### config.mk
export PLATFORM = sky130hd
export DESIGN_NAME = fir_mac_scheduler_flat
export DESIGN_NICKNAME = d
export VERILOG_FILES = /design/src/rtl/fir_pkg.sv /design/src/rtl/fir_mac_scheduler_if.sv /design/src/rtl/fir_sample_ring.sv /design/src/rtl/fir_mac_scheduler.sv /design/src/flat_wrapper.sv
export SDC_FILE = /design/constraint.sdc
export NUM_CORES = 2
export LEC_CHECK = 0
export BUFFER_PORTS_ARGS = -buffer_cell sky130_fd_sc_hd__buf_2
export CAP_MARGIN = 30
export CORE_MARGIN = 2
export CORE_UTILIZATION = 40
export CTS_BUF_LIST = sky130_fd_sc_hd__clkbuf_8
export CTS_CLUSTER_SIZE = 8
export DETAILED_ROUTE_END_ITERATION = 12
export PLACE_DENSITY = 0.51
export SKIP_LAST_GASP = 1
export SYNTH_ARGS = -nofsm -noshare
export SYNTH_HDL_FRONTEND = slang
export SYNTH_HIERARCHICAL = 1
export SYNTH_SLANG_ARGS = --single-unit
### constraint.sdc
create_clock -name clk -period 6.4 [get_ports clk]
set_input_delay 0.32 -clock clk [delete_from_list [all_inputs] [get_ports clk]]
set_output_delay 0.32 -clock clk [all_outputs]
set_load 0.05 [all_outputs]
### src/rtl/fir_pkg.sv
// Shared constants, state codes and the address-width helper
// for the FIR multiply-accumulate scheduler.
package fir_pkg;

   localparam int TAPS   = 100;
   localparam int DATA_W = 16;
   localparam int ACC_W  = 40;

   function automatic int addr_w(input int n);
      int w;
      w = 1;
      while ((1 << w) < n) w++;
      return w;
   endfunction

   typedef logic [1:0] state_t;

   localparam state_t S_IDLE  = 2'd0;
   localparam state_t S_MAC   = 2'd1;
   localparam state_t S_DRAIN = 2'd2;
   localparam state_t S_OUT   = 2'd3;

endpackage

### src/rtl/fir_mac_scheduler_if.sv
// Sample-in / result-out valid-ready streams
// of the FIR MAC scheduler.
interface fir_mac_scheduler_if #(
   parameter int DATA_W = fir_pkg::DATA_W,
   parameter int ACC_W  = fir_pkg::ACC_W
);

   logic              in_valid;
   logic [DATA_W-1:0] in_data;
   logic              in_ready;
   logic              out_valid;
   logic [ACC_W-1:0]  out_data;
   logic              out_ready;

   modport master (
      output in_valid,
      output in_data,
      input  in_ready,
      input  out_valid,
      input  out_data,
      output out_ready
   );

   modport slave (
      input  in_valid,
      input  in_data,
      output in_ready,
      output out_valid,
      output out_data,
      input  out_ready
   );

endinterface

### src/rtl/fir_sample_ring.sv
// Sample history ring: one write port, one registered
// read port, whole array cleared by synchronous reset.
module fir_sample_ring #(
   parameter int DEPTH  = fir_pkg::TAPS,
   parameter int DATA_W = fir_pkg::DATA_W,
   parameter int AW     = fir_pkg::addr_w(fir_pkg::TAPS)
) (
   input  logic              clk,
   input  logic              rst,
   input  logic              wr_en_i,
   input  logic [AW-1:0]     wr_addr_i,
   input  logic [DATA_W-1:0] wr_data_i,
   input  logic              rd_en_i,
   input  logic [AW-1:0]     rd_addr_i,
   output logic [DATA_W-1:0] rd_data_o
);

   logic [DATA_W-1:0] mem_q [DEPTH];
   logic [DATA_W-1:0] rd_q;

   always_ff @(posedge clk) begin
      if (rst) begin
         for (int i = 0; i < DEPTH; i++) begin
            mem_q[i] <= '0;
         end
         rd_q <= '0;
      end else begin
         if (wr_en_i) begin
            mem_q[wr_addr_i] <= wr_data_i;
         end
         if (rd_en_i) begin
            rd_q <= mem_q[rd_addr_i];
         end
      end
   end

   assign rd_data_o = rd_q;

endmodule

### src/rtl/fir_mac_scheduler.sv
// Time-multiplexed FIR: one shared external multiplier,
// one tap per cycle, result handed out on a valid/ready stream.
module fir_mac_scheduler #(
   parameter int  TAPS   = fir_pkg::TAPS,
   parameter int  DATA_W = fir_pkg::DATA_W,
   parameter int  ACC_W  = fir_pkg::ACC_W,
   localparam int AW     = fir_pkg::addr_w(TAPS)
) (
   input  logic                clk,
   input  logic                rst,
   fir_mac_scheduler_if.slave  bus,
   output logic [AW-1:0]       coef_addr,
   input  logic [DATA_W-1:0]   coef_data,
   output logic [DATA_W-1:0]   mult_a,
   output logic [DATA_W-1:0]   mult_b,
   input  logic [2*DATA_W-1:0] mult_p,
   output logic                busy
);

   import fir_pkg::*;

   localparam logic [AW-1:0] LAST = AW'(TAPS - 1);
   localparam int            EXT  = ACC_W - 2 * DATA_W;

   state_t              state_q, state_d;
   logic [AW-1:0]       wr_ptr_q, wr_ptr_d;
   logic [AW-1:0]       rp_q, rp_d;
   logic [AW-1:0]       k_q, k_d;
   logic                drn_q, drn_d;
   logic [ACC_W-1:0]    acc_q, acc_d;
   logic                v1_q, v2_q;
   logic [2*DATA_W-1:0] prod_q;
   logic [DATA_W-1:0]   smp;
   logic                accept;

   assign accept = (state_q == S_IDLE) && bus.in_valid;

   always_comb begin
      state_d  = state_q;
      wr_ptr_d = wr_ptr_q;
      rp_d     = rp_q;
      k_d      = k_q;
      drn_d    = drn_q;
      unique case (state_q)
         S_IDLE: begin
            if (bus.in_valid) begin
               state_d = S_MAC;
               k_d     = '0;
               rp_d    = wr_ptr_q;
            end
         end
         S_MAC: begin
            rp_d = (rp_q == '0) ? LAST : rp_q - AW'(1);
            if (k_q == LAST) begin
               k_d     = '0;
               drn_d   = 1'b0;
               state_d = S_DRAIN;
            end else begin
               k_d = k_q + AW'(1);
            end
         end
         // Two cycles let the last product reach the accumulator.
         S_DRAIN: begin
            drn_d = 1'b1;
            if (drn_q) state_d = S_OUT;
         end
         S_OUT: begin
            if (bus.out_ready) begin
               state_d  = S_IDLE;
               wr_ptr_d = (wr_ptr_q == LAST) ? '0
                                             : wr_ptr_q + AW'(1);
            end
         end
         default: state_d = S_IDLE;
      endcase
   end

   always_comb begin
      acc_d = acc_q;
      if (accept) begin
         acc_d = '0;
      end else if (v2_q) begin
         acc_d = acc_q + {{EXT{prod_q[2*DATA_W-1]}}, prod_q};
      end
   end

   always_ff @(posedge clk) begin
      if (rst) begin
         state_q  <= S_IDLE;
         wr_ptr_q <= '0;
         rp_q     <= '0;
         k_q      <= '0;
         drn_q    <= 1'b0;
         acc_q    <= '0;
         v1_q     <= 1'b0;
         v2_q     <= 1'b0;
         prod_q   <= '0;
      end else begin
         state_q  <= state_d;
         wr_ptr_q <= wr_ptr_d;
         rp_q     <= rp_d;
         k_q      <= k_d;
         drn_q    <= drn_d;
         acc_q    <= acc_d;
         v1_q     <= (state_q == S_MAC);
         v2_q     <= v1_q;
         prod_q   <= v1_q ? mult_p : '0;
      end
   end

   fir_sample_ring #(
      .DEPTH  (TAPS),
      .DATA_W (DATA_W),
      .AW     (AW)
   ) u_ring (
      .clk       (clk),
      .rst       (rst),
      .wr_en_i   (accept),
      .wr_addr_i (wr_ptr_q),
      .wr_data_i (bus.in_data),
      .rd_en_i   (state_q == S_MAC),
      .rd_addr_i (rp_q),
      .rd_data_o (smp)
   );

   assign coef_addr     = k_q;
   assign mult_a        = v1_q ? smp : '0;
   assign mult_b        = v1_q ? coef_data : '0;
   assign busy          = (state_q != S_IDLE);
   assign bus.in_ready  = (state_q == S_IDLE);
   assign bus.out_valid = (state_q == S_OUT);
   assign bus.out_data  = acc_q;

endmodule
### src/flat_wrapper.sv
// flat-port wrapper written by rule: the top's interface ports become plain ports
module fir_mac_scheduler_flat import fir_pkg::*;
#(
   parameter int  TAPS   = fir_pkg::TAPS,
   parameter int  DATA_W = fir_pkg::DATA_W,
   parameter int  ACC_W  = fir_pkg::ACC_W,
   localparam int AW     = fir_pkg::addr_w(TAPS)
)
  (clk, rst, coef_addr, coef_data, mult_a, mult_b, mult_p, busy, bus_in_valid, bus_in_data, bus_in_ready, bus_out_valid, bus_out_data, bus_out_ready);
  fir_mac_scheduler_if #(.DATA_W(DATA_W), .ACC_W(ACC_W)) bus_i ();
  input  logic clk;
  input  logic rst;
  output logic [AW-1:0] coef_addr;
  input  logic [DATA_W-1:0] coef_data;
  output logic [DATA_W-1:0] mult_a;
  output logic [DATA_W-1:0] mult_b;
  input  logic [2*DATA_W-1:0] mult_p;
  output logic busy;
  input wire logic [$bits(bus_i.in_valid)-1:0] bus_in_valid;
  input wire logic [$bits(bus_i.in_data)-1:0] bus_in_data;
  output wire logic [$bits(bus_i.in_ready)-1:0] bus_in_ready;
  output wire logic [$bits(bus_i.out_valid)-1:0] bus_out_valid;
  output wire logic [$bits(bus_i.out_data)-1:0] bus_out_data;
  input wire logic [$bits(bus_i.out_ready)-1:0] bus_out_ready;
  assign bus_i.in_valid = bus_in_valid;
  assign bus_i.in_data = bus_in_data;
  assign bus_in_ready = bus_i.in_ready;
  assign bus_out_valid = bus_i.out_valid;
  assign bus_out_data = bus_i.out_data;
  assign bus_i.out_ready = bus_out_ready;
  fir_mac_scheduler #(.TAPS(TAPS), .DATA_W(DATA_W), .ACC_W(ACC_W)) u_core (.clk(clk), .rst(rst), .bus(bus_i), .coef_addr(coef_addr), .coef_data(coef_data), .mult_a(mult_a), .mult_b(mult_b), .mult_p(mult_p), .busy(busy));
endmodule
# Word level (Yosys, flattened, before mapping)
# Memories as Yosys holds them, arrays and structs flattened. A register that Yosys moved wholly into a read port is not among the register bits.
# Index checks and enable logic that the tools add are counted.
[totals] memories=1 ram_bits=1600 rom_bits=0 in_bits=68 regBits=98 latchBits=0
[op_classes] reduce_logical=13 eq_ne=9 n_bitwise=1 shifts=0 add_sub_neg=4 muxes=24 n_div=0 n_lt_le_gt_ge=0 multipliers=0
[memory_table] name="u_core.u_ring.mem_q" depth=100 word_bits=16 read_ports=1 rd_ports_with_merged_regs=1 write_ports=100 line="fir_sample_ring.sv:18" rtl="logic [DATA_W-1:0] mem_q [DEPTH];"
[ops] operator="$mux 16" count=3
[ops] operator="$mux 7" count=6
[ops] operator="$add 40x40->40" count=1
[ops] operator="$pmux 7 s2" count=2
[ops] operator="$reduce_or 16->1" count=1
[ops] operator="$add 7x1->7 const B" count=2
[ops] operator="$eq 7x7->1 const B" count=2
[ops] operator="$mux 2" count=4
[ops] operator="$pmux 2 s4" count=1
[ops] operator="$logic_not 7->1" count=1
[ops] operator="$mux 1" count=7
[ops] operator="$sub 7x1->7 const B" count=1
[ops] operator="$ne 2x1->1 const B" count=3
[ops] operator="$reduce_and 2->1" count=3
[ops] operator="$reduce_bool 2->1" count=3
[ops] operator="$eq 2x2->1 const B" count=2
[ops] operator="$reduce_and 4->1" count=1
[ops] operator="$reduce_or 2->1" count=2
[ops] operator="$eq 2x1->1 const B" count=1
[ops] operator="$logic_not 2->1" count=1
[ops] operator="$ne 2x2->1 const B" count=1
[ops] operator="$pmux 1 s2" count=1
[ops] operator="$logic_and 1x1->1" count=1
[ops] operator="$not 1->1" count=1

# Depth between registers and ports, before layout
[depth] word_depth=7 ltp_mapped=12 depth_no_buf=11

# Modules after synthesis
# The synthesis kept the hierarchy.
[modules_own_cells] module="fir_sample_ring" n_inst=1 cells_each=5550 seq_area_each_um2=61819.3 area_each_um2=91520.3
[modules_own_cells] module="fir_mac_scheduler" n_inst=1 cells_each=703 seq_area_each_um2=1961.9 area_each_um2=5908.2

# Least setup slack after synthesis
# No wires, ideal clock.
[synth_path] kind="register to register" start="reg u_core.state_q[0]" end="mem u_core.u_ring.mem_q[125][0], enable pin" arrival_ns=2.873 path_stages_with_launch=10 setup_time_ns=0.389 setup_slack_ns=3.139 path_cell_list="dfxtp_1 -> inv_1 -> ha_1 -> and2_1 -> clkbuf_1 -> nor2b_1 -> nor2b_1 -> nand3_1 -> clkbuf_1 -> nor2_1"
[synth_rtl] item="start, declared" line="fir_mac_scheduler.sv:25" rtl="state_t state_q, state_d;"
[synth_rtl] item="start signal, assigned" line="fir_mac_scheduler.sv:99" rtl="state_q <= state_d;"
[synth_rtl] item="end, declared" line="fir_sample_ring.sv:18"

==> out/results.tsv <==
stage	metric	value	unit
sta	period_needed	4280	ps
layout	nNetsFinal	6717	
clock_network	worstSkewPairLatency	1090	ps
setup_path	reg2reg_from	u_core/state_q[0]	
clock_network	clk_pin_slew_worst_paths	60	ps
pwr	p_per_area	322	nW/um^2
clock_network	clock_path_buffers	4	
clock_network	cts_resized	0	
synthesis	ys.flop_type	edfxtp_1	
synthesis	yosysTopAreaCell	edfxtp_1	
min_path	hold_start	bus_out_ready	
grt	grt_pass1_vias	57400	
grt	grtUsageTotal	0.244	
sta	fin_setup_tns	0	ps
placed_design	dpl_worst_slack	2280	ps
grt	grt_max_degree	80	
placed_design	io_buffers	149	
clock_network	cts_max_level	5	
setup_path	start_kind	register	
sta	hold_viol_final	0	
die	start_util	0.401	
synthesis	synth_edf_count	2048	
setup_path	worstSetupStartpoint	u_core/state_q[0]	
die	io_pins	150	
detailed_routing	ant_nets	0	
grt	grt-busiest-layer	met2	
layout	area_growth	12.6	%
clock_network	post-cts-setup-buffer-count	0	
setup_path	reg2reg_depth	8	
setup_path	max_stage_delay	940	ps
detailed_routing	dr.pass1.iters	8	
setup_path	critPathKind	reg -> reg	
synthesis	syn-num-nets	6368	
setup_path	worstSetupEndpointType	register	
sta	fin_worst_hold_slack	205	ps
layout	fin_area	110000	um^2
layout	utilization	0.452	
setup_path	r2r-end	u_core/u_ring/mem_q[85][6]	
detailed_routing	wl	304	mm
detailed_routing	vias_per_cell	5.57	
pwr	p_leak	37.9	nW
setup_path	critPathSlowestCell	nor2_1	
synthesis	ys_seq_area_frac	0.655	
setup_path	r2r_slack	2120	ps
synthesis	yosys-top-cells-area	edfxtp_1, mux4_2, and2_1	
placed_design	placed_cells	9318	
die	num_rows	181	
run	maxCapViolations	0	
synthesis	async_flop_share	0	
status	status	finished, final reports clean	
sta	fin_ws	2120	ps
min_path	holdPathEnd	u_core/wr_ptr_q[1]	
sta	timing.fmax	0.233	GHz
grt	grt_util_met1	0.338	
detailed_routing	wl_per_cell	30.1	um
detailed_routing	dr.first_iter.drc_count	5610	
sta	drv_slew	0	
setup_path	arrival	5000	ps
pwr	ir_worst_vdd	0.000261	V
synthesis	yosysUniqueCellTypes	81	
synthesis	synth_seq_cells	2162	
sta	rsz0062_at_grt	no	
layout	stdcell_count	10100	
grt	grt_util_met3	0.0433	
placed_design	finalWeightedCongestion	0.887	
synthesis	synth_top_area_share	0.631	
clock_network	clock_sinks	2162	
synthesis	syn_area	97400	um^2
setup_path	crit_required	7120	ps
pwr	p_total	35.3	mW
sta	fin_skew	113	ps
detailed_routing	drc	0	
clock_network	root_buffer	clkbuf_8	
placed_design	post-dp-hpwl	183	mm
setup_path	crit_path_max_fanout	17	
placed_design	place_area	102000	um^2
sta	finalSetupViolCount	0	
die	dieWidth	498	um
setup_path	crit_path_frequent_cell	nor2b_1	
die	core_area	243000	um^2
synthesis	synthCells	6253	
clock_network	cts_tree	built	
synthesis	syn_area_per_cell	15.6	um^2
synthesis	ys.warnings.count	6	
sta	max_slew_margin	0.252	
min_path	hold_depth	4	
clock_network	cts-buffers-inserted	393	
min_path	hold_path_class	in -> reg	
detailed_routing	vias	56200	
layout	drive_gt1_frac	0.218	
die	die-area	248000	um^2
sta	worst_pin_slew	1110	ps
die	die_h	498	um
grt	grt_overflow	0	
setup_path	path_cells	inv_1 > ha_1 > and2_1 > nor2b_1 > nor2b_1 > nand3_2 > nor2_1 > or2_2	
grt	grtUsageMet2	0.385	
grt	grt_antenna_before_repair	23	
grt	grt_pass1_wl	434	mm
sta	timing.final.crit_share	0.669	
[kinds of logic after synthesis]
kind of cell / count (synthesis) / share of synthesized area
flops: 2162 / 0.655
buf+inv: 534 / 0.0263
simple gates: 2338 / 0.140
xor+xnor: 39 / 0.00351
compound gates: 416 / 0.0295
fa+ha+maj: 47 / 0.00611
mux: 717 / 0.139
[power by group]
group	internal, mW	total (mW)	switching (mW)	leakage (nW)
clock network	6.13	11.9	5.74	4.01
registers	16.1	16.4	0.374	20.3
logic	2.52	6.96	4.44	13.7
[layout by cell type, fill, tap and decap left out, types with 40 or more instances in the layout]
master / count
edfxtp_1: 2048
buf_2: 134
clkbuf_8: 412
ha_1: 45
dlygate4sd3_1: 84
mux4_2: 510
inv_1: 158
clkinv_1: 87
or2_2: 103
mux2i_1: 182
buf_4: 213
nor2_1: 221
nand2_1: 133
a21oi_1: 95
a211oi_1: 40
and2_1: 1677
dfxtp_1: 106
[Yosys cell counts (all sizes together) (19+ instances only)]
cell type and instances:
a211oi 41, a21oi 95, dfxtp 114, mux2i 182, inv 25, xnor2 19, nor3 27, o221ai 39
xor2 20, ha 46, o22ai 38, and2 1682, o21ai 50, nor2 235, nand4 22, nand3 34
mux2 25, a21o 24, mux4 510, nand2 133, nor2b 32, or2 105, clkbuf 345, edfxtp 2048
buf 162
[how the worst max path moves through the flow]
stage | endpoint | depth (start not counted)
2_1_floorplan | u_core/u_ring/mem_q[125][0] | 9
3_3_place_gp | u_core/u_ring/rd_data_o[5] | 7
3_5_place_dp | u_core/u_ring/mem_q[85][7] | 8
4_1_cts | u_core/u_ring/mem_q[85][6] | 8
5_1_grt | u_core/u_ring/mem_q[85][6] | 8
6_report | u_core/u_ring/mem_q[85][6] | 8
[layout make-up]
type | instances | area (um^2)
fillers | 21500 | 133000
flip-flops and latches | 2162 | 63800
multi-input cells | 3557 | 31100
clock buffers | 412 | 5670
well taps | 3202 | 4010
repair buffers | 461 | 3690
clock inverters | 260 | 1210
inverters | 27 | 108
diodes | 15 | 37.5
[layer usage]
layer | wire length, um | vias up
met1 | 130000 | 29400
met4 | 11200 | 4
met5 | 25 | -
li1 | - | 24100
met2 | 142000 | 2187
met3 | 20600 | 491
[timing repair]
item,4_1_cts,5_1_grt
hold buffers,84,0
setup endpoints to repair,0,0
hold endpoints to repair,803,0
[critical path: cells and delay by family, from the launching register on]
kind,cells,cell delay (ps)
and+or+nand+nor,6,3230
DFF,1,330
adders and majority gates,1,240
buffers and inverters,1,110
[flip-flops by register name, indices dropped and copies added, names as in the netlist]
signal / flops
u_core/bus.out_data: 40
u_core/coef_addr: 7
u_core/drn_q: 1
u_core/prod_q: 32
u_core/rp_q: 7
u_core/state_q: 2
u_core/u_ring/mem_q: 2048
u_core/u_ring/rd_data_o: 16
u_core/v1_q: 1
u_core/v2_q: 1
u_core/wr_ptr_q: 7
Note: power is estimated with default switching activity, not from simulation.
